**src/rtl/uart_rx_fifo.sv**
```systemverilog
// uart_rx_fifo: oversampling UART receiver feeding a first-word-fall-through FIFO.
//
// Ports
//   sysclk      in   single rising-edge clock
//   reset       in   synchronous, active-high reset
//   uart_rx     in   asynchronous serial line, idle high
//   rd_en       in   pop FIFO head (ignored while empty)
//   rd_data     out  FIFO head, valid while empty=0 (0 when empty)
//   empty/full  out  FIFO status
//   count       out  number of stored entries
//   frame_err   out  1-cycle pulse, stop bit sampled low
//   parity_err  out  1-cycle pulse, parity mismatch
//   overrun     out  1-cycle pulse, good byte dropped on a full FIFO
//
// state     | meaning
// ----------+--------------------------------------------------------
// S_IDLE    | line idle, waiting for a falling edge
// S_START   | checking the start bit at mid-bit (false-start reject)
// S_DATA    | shifting in DATA_BITS, LSB first
// S_PARITY  | sampling the parity bit
// S_STOP    | sampling the stop bit, push or flag an error
// S_WAIT_IDLE | line held low after a framing error, wait for high

module uart_rx_fifo #(
    parameter int CLK_FREQ   = 50000000,
    parameter int BAUD       = 9600,
    parameter int OVERSAMPLE = 16,
    parameter int DATA_BITS  = 8,
    parameter int PARITY     = 0,
    parameter int FIFO_DEPTH = 16
) (
    input  logic                          sysclk,
    input  logic                          reset,
    input  logic                          uart_rx,
    input  logic                          rd_en,
    output logic [DATA_BITS-1:0]          rd_data,
    output logic                          empty,
    output logic                          full,
    output logic [$clog2(FIFO_DEPTH):0]   count,
    output logic                          frame_err,
    output logic                          parity_err,
    output logic                          overrun
);

    localparam int DIV = (CLK_FREQ + (BAUD * OVERSAMPLE) / 2) / (BAUD * OVERSAMPLE);
    localparam int DCW = $clog2(DIV + 1);
    localparam int TW  = $clog2(OVERSAMPLE);
    localparam int BW  = $clog2(DATA_BITS);
    localparam int AW  = $clog2(FIFO_DEPTH);

    localparam logic [DCW-1:0] DIV_LAST  = DCW'(DIV - 1);
    localparam logic [TW-1:0]  TICK_LAST = TW'(OVERSAMPLE - 1);
    localparam logic [TW-1:0]  TICK_MID  = TW'(OVERSAMPLE / 2 - 1);
    localparam logic [BW-1:0]  BIT_LAST  = BW'(DATA_BITS - 1);
    localparam logic [AW:0]    DEPTH_C   = (AW + 1)'(FIFO_DEPTH);
    localparam logic           PAR_ODD   = (PARITY == 1);

    typedef enum logic [2:0] {
        S_IDLE, S_START, S_DATA, S_PARITY, S_STOP, S_WAIT_IDLE
    } state_t;

    state_t state_q, state_d;

    logic rx_meta, rx_s, rx_prev;
    logic start_edge;
    logic [DCW-1:0] div_cnt;
    logic [TW-1:0]  tick_cnt;
    logic tick, sample;
    logic [DATA_BITS-1:0] shift_q;
    logic [BW-1:0] bit_cnt;
    logic parity_bad;
    logic push_c, ferr_c, perr_c;
    logic push_q;

    logic [DATA_BITS-1:0] mem [FIFO_DEPTH];
    logic [AW-1:0] wr_ptr, rd_ptr;
    logic [AW:0]   cnt_q;
    logic wr_fire, rd_fire, ovr_c;

    always_ff @(posedge sysclk) begin
        if (reset) begin
            rx_meta <= 1'b1;
            rx_s    <= 1'b1;
            rx_prev <= 1'b1;
        end else begin
            rx_meta <= uart_rx;
            rx_s    <= rx_meta;
            rx_prev <= rx_s;
        end
    end

    assign start_edge = rx_prev & ~rx_s & (state_q == S_IDLE);

    // Divider and tick counter realign on every accepted start edge so the
    // mid-bit sample point tracks this frame's own start bit.
    always_ff @(posedge sysclk) begin
        if (reset || start_edge) begin
            div_cnt  <= DIV_LAST;
            tick_cnt <= '0;
        end else if (div_cnt == '0) begin
            div_cnt  <= DIV_LAST;
            tick_cnt <= (tick_cnt == TICK_LAST) ? '0 : tick_cnt + TW'(1);
        end else begin
            div_cnt <= div_cnt - DCW'(1);
        end
    end

    assign tick   = (div_cnt == '0);
    assign sample = tick && (tick_cnt == TICK_MID);

    always_ff @(posedge sysclk) begin
        if (reset) state_q <= S_IDLE;
        else       state_q <= state_d;
    end

    always_comb begin
        state_d = state_q;
        push_c  = 1'b0;
        ferr_c  = 1'b0;
        perr_c  = 1'b0;
        case (state_q)
            S_IDLE:      if (start_edge) state_d = S_START;
            S_START:     if (sample) state_d = rx_s ? S_IDLE : S_DATA;
            S_DATA:      if (sample && bit_cnt == '0)
                             state_d = (PARITY != 0) ? S_PARITY : S_STOP;
            S_PARITY:    if (sample) state_d = S_STOP;
            S_STOP: begin
                if (sample) begin
                    // Framing error takes priority over a parity mismatch.
                    if (!rx_s) begin
                        ferr_c  = 1'b1;
                        state_d = S_WAIT_IDLE;
                    end else if (parity_bad) begin
                        perr_c  = 1'b1;
                        state_d = S_IDLE;
                    end else begin
                        push_c  = 1'b1;
                        state_d = S_IDLE;
                    end
                end
            end
            S_WAIT_IDLE: if (rx_s) state_d = S_IDLE;
            default:     state_d = S_IDLE;
        endcase
    end

    always_ff @(posedge sysclk) begin
        if (reset) begin
            shift_q    <= '0;
            bit_cnt    <= '0;
            parity_bad <= 1'b0;
        end else begin
            if (state_q == S_START) begin
                bit_cnt    <= BIT_LAST;
                parity_bad <= 1'b0;
            end
            if (state_q == S_DATA && sample) begin
                shift_q <= {rx_s, shift_q[DATA_BITS-1:1]};
                bit_cnt <= bit_cnt - BW'(1);
            end
            if (state_q == S_PARITY && sample)
                parity_bad <= (^shift_q) ^ rx_s ^ PAR_ODD;
        end
    end

    always_ff @(posedge sysclk) begin
        if (reset) begin
            push_q     <= 1'b0;
            frame_err  <= 1'b0;
            parity_err <= 1'b0;
        end else begin
            push_q     <= push_c;
            frame_err  <= ferr_c;
            parity_err <= perr_c;
        end
    end

    // A push on a full FIFO still lands when the head is popped in the same cycle.
    assign wr_fire = push_q & (~full | rd_en);
    assign rd_fire = rd_en & ~empty;
    assign ovr_c   = push_q & full & ~rd_en;

    always_ff @(posedge sysclk) begin
        if (wr_fire) mem[wr_ptr] <= shift_q;
    end

    always_ff @(posedge sysclk) begin
        if (reset) begin
            wr_ptr  <= '0;
            rd_ptr  <= '0;
            cnt_q   <= '0;
            overrun <= 1'b0;
        end else begin
            if (wr_fire) wr_ptr <= wr_ptr + AW'(1);
            if (rd_fire) rd_ptr <= rd_ptr + AW'(1);
            case ({wr_fire, rd_fire})
                2'b10:   cnt_q <= cnt_q + (AW + 1)'(1);
                2'b01:   cnt_q <= cnt_q - (AW + 1)'(1);
                default: cnt_q <= cnt_q;
            endcase
            overrun <= ovr_c;
        end
    end

    assign empty   = (cnt_q == '0);
    assign full    = (cnt_q == DEPTH_C);
    assign count   = cnt_q;
    assign rd_data = empty ? '0 : mem[rd_ptr];

endmodule
```
**config.mk**
```make
export PLATFORM = sky130hd
export DESIGN_NAME = uart_rx_fifo
export DESIGN_NICKNAME = d
export VERILOG_FILES = /design/src/rtl/uart_rx_fifo.sv
export SDC_FILE = /design/constraint.sdc
export NUM_CORES = 1
export LEC_CHECK = 0
export CAP_MARGIN = 0
export CORE_MARGIN = 2
export CORE_UTILIZATION = 50
export CTS_CLUSTER_DIAMETER = 50
export DETAILED_ROUTE_END_ITERATION = 8
export DONT_BUFFER_PORTS = 1
export GPL_ROUTABILITY_DRIVEN = 0
export PLACE_DENSITY_LB_ADDON = 0.15
export SYNTH_ARGS = -nofsm -noshare
export SYNTH_HDL_FRONTEND = slang
export SYNTH_SLANG_ARGS = --single-unit
```
**constraint.sdc**
```tcl
create_clock -name sysclk -period 2.7 [get_ports sysclk]
set_clock_uncertainty 0.05 [all_clocks]
set_input_delay 0.27 -clock sysclk [delete_from_list [all_inputs] [get_ports sysclk]]
set_output_delay 0.27 -clock sysclk [all_outputs]
set_load 0.03 [all_outputs]
```
Word level (Yosys, flattened, before mapping)
Memories as Yosys holds them, arrays and structs flattened. A register that Yosys moved wholly into a read port is not among the register bits.
Cells that the tools add are included.
{"block": "op_classes", "add_sub_neg": 7, "mul": 0, "div_mod_pow": 0, "magnitude_cmp": 0, "eq_ne": 16, "n_shift": 0, "n_mux": 23, "n_bitwise": 14, "reduce_logical": 17}
{"operator": "3-bit 2-to-1 mux", "n": 9}
{"operator": "3-bit one-hot mux with 6 select lines", "n": 1}
{"operator": "4-bit by 1-bit adder with 4-bit output, second input constant", "n": 3}
{"operator": "4-bit 2-to-1 mux", "n": 3}
{"operator": "2-bit inequality test, second input constant", "n": 6}
{"operator": "5-bit one-hot mux with 2 select lines", "n": 1}
{"operator": "9-bit logical NOT", "n": 1}
{"operator": "9-bit by 1-bit subtractor with 9-bit output, second input constant", "n": 1}
{"operator": "8-bit 2-to-1 mux", "n": 1}
{"operator": "8-bit parity", "n": 1}
{"operator": "1-bit 2-to-1 mux", "n": 7}
{"operator": "1-bit bitwise AND", "n": 6}
{"operator": "3-bit by 2-bit equality test with 1-bit output, second input constant", "n": 2}
{"operator": "3-bit equality test, second input constant", "n": 2}
{"operator": "3-bit logical NOT", "n": 2}
{"operator": "1-bit inverter", "n": 6}
{"operator": "6-bit AND reduction", "n": 1}
{"operator": "2-bit nonzero test", "n": 3}
{"operator": "5-bit by 1-bit adder with 5-bit output, second input constant", "n": 1}
{"operator": "5-bit equality test, second input constant", "n": 1}
{"operator": "5-bit logical NOT", "n": 1}
{"operator": "5-bit by 1-bit subtractor with 5-bit output, second input constant", "n": 1}
{"operator": "4-bit by 3-bit equality test with 1-bit output, second input constant", "n": 1}
{"operator": "4-bit equality test, second input constant", "n": 1}
{"operator": "12 further kinds", "n": 15}
{"block": "word_totals", "regBits": 48, "latch_bits": 0, "ram_bits": 128, "rom_bits": 0, "in_bits": 4, "out_inout_bits": 18, "n_memories": 1}
{"name": "mem", "depth": 16, "word_bits": 8, "rd": 1, "rd_clocked_by_memory_dff": 1, "wr": 1, "line": "75", "source": "logic [DATA_BITS-1:0] mem [FIFO_DEPTH];"}

Depth between registers and ports, before layout
Gate-level depths: netlist of run 1.
{"block": "logic_depth", "word_depth": 6, "depth_mapped": 13}

Least setup slack after synthesis of run 1
No wires, ideal clock.
{"block": "synth_path", "path_kind": "register to register", "from": "register cnt_q[2] (netlist: count[2])", "to": "register cnt_q[4] (netlist: count[4])", "setup_time_ps": 119, "arrival_ps": 2957, "required_time_ps": 2531, "setup_slack_ps": -426, "stages_incl_launch_ff": 14, "path_buffers": 2, "period_less_slack_ps": 3126, "cell_sequence": "dfxtp_1 clkbuf_1 nor4_1 a31oi_1 inv_1 ha_1 clkbuf_1 xor2_1 ha_1 a21oi_1 o22ai_1 a222oi_1 or4_1 nand2_1"}
{"block": "synth_via", "elab_chain_cells": 6, "word_cells_on_any_way": 13, "cone_classes": "add/sub: 2; eq/ne: 3; mux: 1; bitwise: 5; reduce/logical: 2"}
{"element": "from (decl)", "line": "77", "source": "logic [AW:0] cnt_q;"}
{"element": "from (signal assigned)", "line": "197", "source": "2'b10: cnt_q <= cnt_q + (AW + 1)'(1);"}
{"element": "from (signal assigned)", "line": "198", "source": "2'b01: cnt_q <= cnt_q - (AW + 1)'(1);"}
{"element": "from (signal assigned)", "line": "199", "source": "default: cnt_q <= cnt_q;"}
{"element": "5-bit equality test", "line": "206", "source": "assign full = (cnt_q == DEPTH_C);"}
{"element": "1-bit inverter", "line": "179", "source": "assign wr_fire = push_q & (~full | rd_en);"}
{"element": "1-bit OR", "line": "179"}
{"element": "1-bit bitwise AND", "line": "179"}
{"element": "2-bit by 1-bit equality test with 1-bit output / 2-bit equality test (equally long branches)", "line": "196", "source": "case ({wr_fire, rd_fire})"}
{"element": "5-bit one-hot mux with 2 select lines / 2-bit nonzero test (equally long branches)"}
Parallel ways exist; a longest one is shown, timed or not.
A chain may end at the register's enable or synchronous reset.

==> out/results.tsv, run 1 <==
metric	value	unit
initial_core_util	50.73	%
clock_sinks	180	
cap_violations	0	
die_area	15620	µm²
syn-cell-area	7317	µm²
worstPathRequired	2380	ps
hold_path_depth	2	
p_leak	0.002837	µW
r2r-start	count[0]	
power_frac_seq	55.8	%
hold_path.class	input port to flop	
max_freq	379.0	MHz
final_cells	688	
synth-edff-count	128	
clk_latency	420	ps
drt-total-wl	14.01	mm
cp-start-kind	flop	
min_from	reset	
p_switching	1005	µW
wl_per_cell	20.36	µm
grt_pass1_wl	22.43	mm
worst_pin_slew	936.7	ps
clockPowerShare	42.9	%
dp.final_hpwl	8.609	mm
cts-root-buf	clkbuf_16	
antenna_found_initial	0	
fp.dieH	125.0	µm
cts_max_level	4	
intPower	4267	µW
yosys.area.top_type	edfxtp_1	
layout.nets	508	
p_comb_share	1.3	%
synthAdderAreaFrac	2.223	%
cts_inserted_buffers	17	
die_x	125.0	µm
firstDrtPassIters	4	
grt.total_usage	19.26	%
syn_inst	467	
grt_pass1_vias	3978	
ir_worst_vdd	0.0004031	V
synth_nets	484	
synth_compound_area_share	2.821	%
rr_endpoint	count[4]	
async_flop_share	0	%
yosysWarningCount	0	
core	14420	µm²
cts_max_path_buffers	2	
crit_path_end_kind	output pin	
rr_worst_depth	10	
finalHoldViolations	0	
area_growth_syn_to_layout	14.72	%
slew_viol_final	0	
worst-path-max-fanout	8	
slew_headroom	37.55	%
vias	3898	
layout_common_cells	edfxtp_1 (128), dfxtp_1 (47), nor2_1 (42)	
swShare	19.05	%
synth_area_per_cell	15.67	µm²
layout-drive-gt1-share	23.21	%
synth_mux_area_share	13.83	%
powerDensity	628.0	nW/µm²
power.total	5272	µW
portBuffers	0	
synth_ff_type	edfxtp_1	
vias_per_cell	5.666	
synth_area_leaders	edfxtp_1 (53%), dfxtp_1 (14%), mux4_2 (12%)	
synth-simple-area-share	9.166	%
r2r_slack	220	ps
rows	44	
yosysSeqAreaShare	66.76	%
cts_tree	built	
fin_crit	2638	ps
finalSetupViolations	0	
synth_top_family_by_area	multiplexers	
rsz0062_at_grt	true	
io_pins	22	
route.detailed.drc	0	
ys_types	45	
clkTransAtPathRegs	60	ps
yosys_register_bits	180	
crit_arrival	2320	ps
timing.hold.ws	24.05	ps
synth_xor_area_share	3.181	%
drt_iter0_markers	242	
outcome	completed	
min_to	tick_cnt[1]	
overflow	0	
grt_max_degree	35	
layout_commonest_cell	edfxtp_1	
period_share	97.72	%
diodes	0	
drtAntennaViolNets	0	
synth.top_cell.area_share	52.53	%
place_inst	650	
worstSetupPathType	flop to output pin	
-- worst max path at each step --
stage          cells after the start         end  startpoint  slack [ps]
2_1_floorplan                     13    count[4]    count[2]          20
3_3_place_gp                      10    count[4]    count[0]         250
3_5_place_dp                      10    count[4]    count[0]         190
4_1_cts                            4  rd_data[2]        flop           3
5_1_grt                            5  rd_data[0]        flop          -5
6_report                           5  rd_data[7]        flop          60
-- logic make-up (layout without fill, tap and decap cells) --
kind of cell / after synthesis / after routing
fa+ha+maj: 13 / 13
buf+inv: 37 / 74
xor+xnor: 25 / 25
compound gates: 33 / 33
mux: 51 / 51
flops: 180 / 180
simple gates: 128 / 128
-- routing by layer --
metal  up-vias  share of wire [%]  track usage (%)
met5         -                  0                0
li1       1810                  -                -
met3        12                3.5            4.750
met1      2001                 46            26.77
met2        75                 49            29.92
met4         0                1.6            6.993
-- area by class of cell --
| cell class | count | area (µm²) |
|---|---|---|
| tap | 184 | 230.2 |
| timing repair buffer | 25 | 275.3 |
| inverter | 17 | 63.81 |
| clock buffer | 23 | 501.7 |
| multi-input combinational | 250 | 2382 |
| sequential | 180 | 4893 |
| fill | 1149 | 6030 |
| clock inverter | 9 | 47.55 |
-- worst max-delay path, stage by stage (launching register included) --
cell and delay (ps):
dfxtp_4 410, buf_12 120, buf_16 140, mux4_2 540, mux4_2 500, nor2b_4 180
-- cell usage after synthesis (4+ instances only) --
| library cell | count |
|---|---|
| nand4_1 | 4 |
| or3_1 | 4 |
| nor3_1 | 8 |
| inv_1 | 17 |
| a21oi_1 | 11 |
| clkbuf_1 | 13 |
| buf_2 | 4 |
| mux4_2 | 40 |
| dfxtp_1 | 52 |
| xor2_1 | 11 |
| a31oi_1 | 4 |
| o21ai_0 | 6 |
| edfxtp_1 | 128 |
| mux2i_1 | 10 |
| or2_2 | 4 |
| a211oi_1 | 4 |
| ha_1 | 13 |
| and2_1 | 18 |
| nor3b_1 | 4 |
| nor2b_1 | 10 |
| nor2_1 | 42 |
| nand2_1 | 18 |
| xnor2_1 | 13 |
-- timing repair --
item / 4_1_cts / 5_1_grt
setup endpoints to repair: 8 / 8
setup buffers: 1 / 1
gates cloned: 2 / 0
gates resized for setup: 17 / 3
hold buffers: 3 / 0
endpoints found under the hold margin: 36 / 0
-- registers in the layout, summed over array words and instances (netlist names), 4 cells and up, named ones only --
register and cells:
wr_ptr 4, tick_cnt 4, div_cnt 9, mem 128, count 5, shift_q 8, rd_ptr 4
-- per-stage QoR --
| stage | setup WS, ps | setup TNS, ps | instance area [µm²] | utilization (%) |
|---|---|---|---|---|
| 4_1_cts | 2.535 | 0 | 8398 | 58.22 |
| 6_report | 61.57 | 0 | 8394 | 58.20 |
| 5_1_grt | -5.369 | -5.369 | 8394 | 58.20 |
| 3_3_place_gp | 253.3 | 0 | 7671 | 53.18 |
| 2_1_floorplan | 15.83 | 0 | 7357 | - |
| 3_5_place_dp | 193.6 | 0 | 7671 | 53.18 |
-- power by group through the flow --
stage               Sequential [µW]  Clock [µW]  Combinational, µW
floorplan                      3000           0               51.4
global placement               3000           0               51.3
detailed placement             3000           0               53.6
CTS                            2940        2310               66.8
global route                   2940        2420               75.5
finish                         2940        2260               66.2
No activity file was read; power rests on OpenSTA's default activity.
==> run 2: changes to the inputs <==
--- a/config.mk
+++ b/config.mk
@@ -5,6 +5,7 @@
 export SDC_FILE = /design/constraint.sdc
 export NUM_CORES = 1
 export LEC_CHECK = 0
+export ABC_AREA = 1
 export CAP_MARGIN = 0
 export CORE_MARGIN = 2
 export CORE_UTILIZATION = 50
==> constraint.sdc (replaced) <==
create_clock -name sysclk -period 2.7 [get_ports sysclk]
set_clock_uncertainty 0.05 [all_clocks]
set_input_delay 0.27 -clock sysclk [delete_from_list [all_inputs] [get_ports sysclk]]
set_output_delay 0.27 -clock sysclk [all_outputs]
set_load 0.1 [all_outputs]
==> out/results.tsv, run 2 <==
metric	value	unit	change
io_pins	22		unchanged
yosys.area.top_type	edfxtp_1		
p_comb_share	35.3	%	+34 points
firstDrtPassIters	5		+1
synth_top_family_by_area	simple AND/OR/NAND/NOR gates		
yosysSeqAreaShare	62.84	%	-3.9 points
layout-drive-gt1-share	12.89	%	-10 points
intPower	5309	µW	+24%
fin_util	59.14	%	+0.95 points
ir_worst_vdd	0.0006677	V	+66%
path_cells	clkinv_2, buf_12, nor2_1, nor2_1, o31ai_1, a21oi_4, buf_12		
post_cts_buffers	0		-1
worst_slack	154.6	ps	+92.99 ps
synth-simple-area-share	19.43	%	+10 points
crit_path_end_kind	output pin		
fin_area	8991	µm²	+7.1%
largest_register_ffs	128		unchanged
dp.final_hpwl	10.72	mm	+24%
crit_path_max_incr_delay	490	ps	-50 ps
top_register	mem		
fin_crit	2545	ps	-92.99 ps
max_freq	392.9	MHz	+3.7%
slew_headroom	36.22	%	-1.3 points
cts_max_path_buffers	2		unchanged
hold_path.class	input port to flop		
vias	5455		+40%
syn_inst	782		+67%
r2r-start	count[0]		
die_x	128.7	µm	+3.0%
synth.top_cell.area_share	49.44	%	-3.1 points
cp-start-kind	flop		
grt_pass1_wl	27.23	mm	+21%
synthAdderAreaFrac	2.092	%	-0.13 points
syn-cell-area	7774	µm²	+6.2%
synth-edff-count	128		unchanged
rsz0062_at_grt	false		
dp_slack	290.1	ps	+96.45 ps
slew_viol_final	0		unchanged
diodes	0		unchanged
endpoint	rd_data[5]		
layout_commonest_cell	nand2_1		
synth_xor_area_share	1.127	%	-2.1 points
initial_core_util	51.14	%	+0.41 points
synth_mux_area_share	0	%	-14 points
route.detailed.drc	0		unchanged
p_leak	0.003673	µW	+30%
vias_per_cell	5.359		-5.4%
cts_tree	built		
r2r_slack	290	ps	+70 ps
synth_area_per_cell	9.941	µm²	-37%
synth_compound_area_share	9.255	%	+6.4 points
drt_iter0_markers	440		+82%
crit_arrival	2230	ps	-90 ps
layout_common_cells	nand2_1 (193), edfxtp_1 (128), nor2_1 (81)		
worstPathRequired	2380	ps	about the same
tns	0	ps	unchanged
worstSetupPathType	flop to output pin		
p_switching	3400	µW	+240%
finalSetupViolations	0		unchanged
finalHoldViolations	0		unchanged
worst_pin_slew	955.4	ps	+18.71 ps
rr_worst_depth	15		+5
worst-path-max-fanout	39		+31
overflow	0		unchanged
drtAntennaViolNets	0		unchanged
wl_per_cell	16.59	µm	-19%
grt.total_usage	21.86	%	+2.6 points
portBuffers	0		unchanged
outcome	completed		
n_fill_cell	1284		+12%
synth_most_common_cell	nand2_1		
cts-root-buf	clkbuf_16		
async_flop_share	0	%	unchanged
grt_max_degree	42		+20%
yosysWarningCount	0		unchanged
grt_pass1_vias	5315		+34%
swShare	39.04	%	+20 points
synth_area_leaders	edfxtp_1 (49%), dfxtp_1 (13%), nand2_1 (9.3%)		
synth_nets	799		+65%
antenna_found_initial	0		unchanged
die_area	16560	µm²	+6.0%
layout.nets	834		+64%
fp.dieH	128.7	µm	+3.0%
drt-total-wl	16.88	mm	+21%
dpl_cell_area	8383	µm²	+9.3%
clk_latency	420	ps	about the same
ys_types	35		-22%
area_growth_syn_to_layout	15.66	%	
reg_top3	mem: 128 flops, div_cnt: 9 flops, shift_q: 8 flops		
core	15200	µm²	+5.4%
rr_endpoint	count[4]		
cts_max_level	4		unchanged
cap_violations	0		unchanged
yosys_register_bits	180		unchanged
slowest_stage	o31ai_1		
clkTransAtPathRegs	60	ps	about the same
clockPowerShare	27.2	%	-16 points
powerDensity	968.5	nW/µm²	+54%
rows	45		+2.3%
clock_sinks	180		unchanged
synth_common_cells	nand2_1 (193), edfxtp_1 (128), nor2_1 (81)		
cts_inserted_buffers	17		unchanged
period_share	94.28	%	-3.4 points
power_frac_seq	37.5	%	-18 points
synth_ff_type	edfxtp_1		
-- run 2: cell types whose count changed after synthesis, sizes merged, moves of 10 or more --
| cell | before | now |
|---|---|---|
| xnor2 | 13 | 2 |
| and2 | 18 | 0 |
| nand3 | 2 | 50 |
| o31ai | 0 | 17 |
| mux2i | 10 | 0 |
| mux4 | 40 | 0 |
| buf | 7 | 19 |
| nor2 | 42 | 90 |
| nand2 | 18 | 198 |
| nor2b | 10 | 0 |
| inv | 17 | 64 |
| a21oi | 11 | 69 |
| o21ai | 6 | 41 |
-- run 2: worst min-delay path by stage --
| stage | start | endpoint | slack, ps | depth (start not counted) |
|---|---|---|---|---|
| finish | rd_en | rd_ptr[1] | 120 | 3 |
| global route | rd_en | rd_ptr[1] | 140 | 3 |
| CTS | rd_en | rd_ptr[1] | 80 | 3 |
| detailed placement | reset | count[4] | 290 | 1 |
| global placement | reset | count[4] | 280 | 1 |
| floorplan | uart_rx | rx_meta | 320 | 1 |
-- run 2: per-layer routing --
metal	wire length, µm	share of wire (%)	track usage, %	vias up
li1	-	-	-	2715
met1	7390	44	27.20	2602
met2	8530	51	37.72	113
met3	633	3.7	3.909	25
met4	329	1.9	9.271	0
met5	0	0	0	-
-- run 2: worst max-delay path, delay by kind of cell (launching register included) --
family,cells,cell delay (ps)
compound gates,2,610
simple gates,2,190
flops,1,340
buf+inv,3,630
-- run 2: power groups by stage --
stage | combinational, µW | clock (µW) | sequential (µW)
2_1_floorplan | 2150 | 0 | 3460
3_3_place_gp | 2990 | 0 | 3320
3_5_place_dp | 3040 | 0 | 3320
4_1_cts | 3060 | 2420 | 3260
5_1_grt | 3320 | 2530 | 3290
6_report | 3070 | 2370 | 3270
-- run 2: final cells by class --
class,count,area (µm²),share of cell area [%]
multi-input combinational,509,2577,28.67
tap,188,235.2,2.616
clock buffer,19,432.9,4.815
sequential,180,4905,54.55
inverter,65,246.5,2.741
timing repair buffer,44,461.7,5.135
clock inverter,13,132.6,1.475
-- run 2: logic make-up after synthesis --
| family | count (synthesis) |
|---|---|
| xor+xnor | 10 |
| buf+inv | 93 |
| fa+ha+maj | 13 |
| compound gates | 131 |
| flops | 180 |
| simple gates | 355 |
-- run 2: what timing repair did --
action | CTS | global route
hold endpoints to repair | 12 | 0
gates resized for setup | 0 | 5
setup endpoints to repair | 0 | 9
hold buffers | 3 | 0
-- run 2: per-stage QoR --
step	std cells	total power, µW	hold slack [ps]
finish	1018	8708	118.2
global placement	983	6308	283.3
global route	1018	9134	138.0
floorplan	782	5616	323.8
CTS	1018	8738	80.73
detailed placement	983	6367	287.5
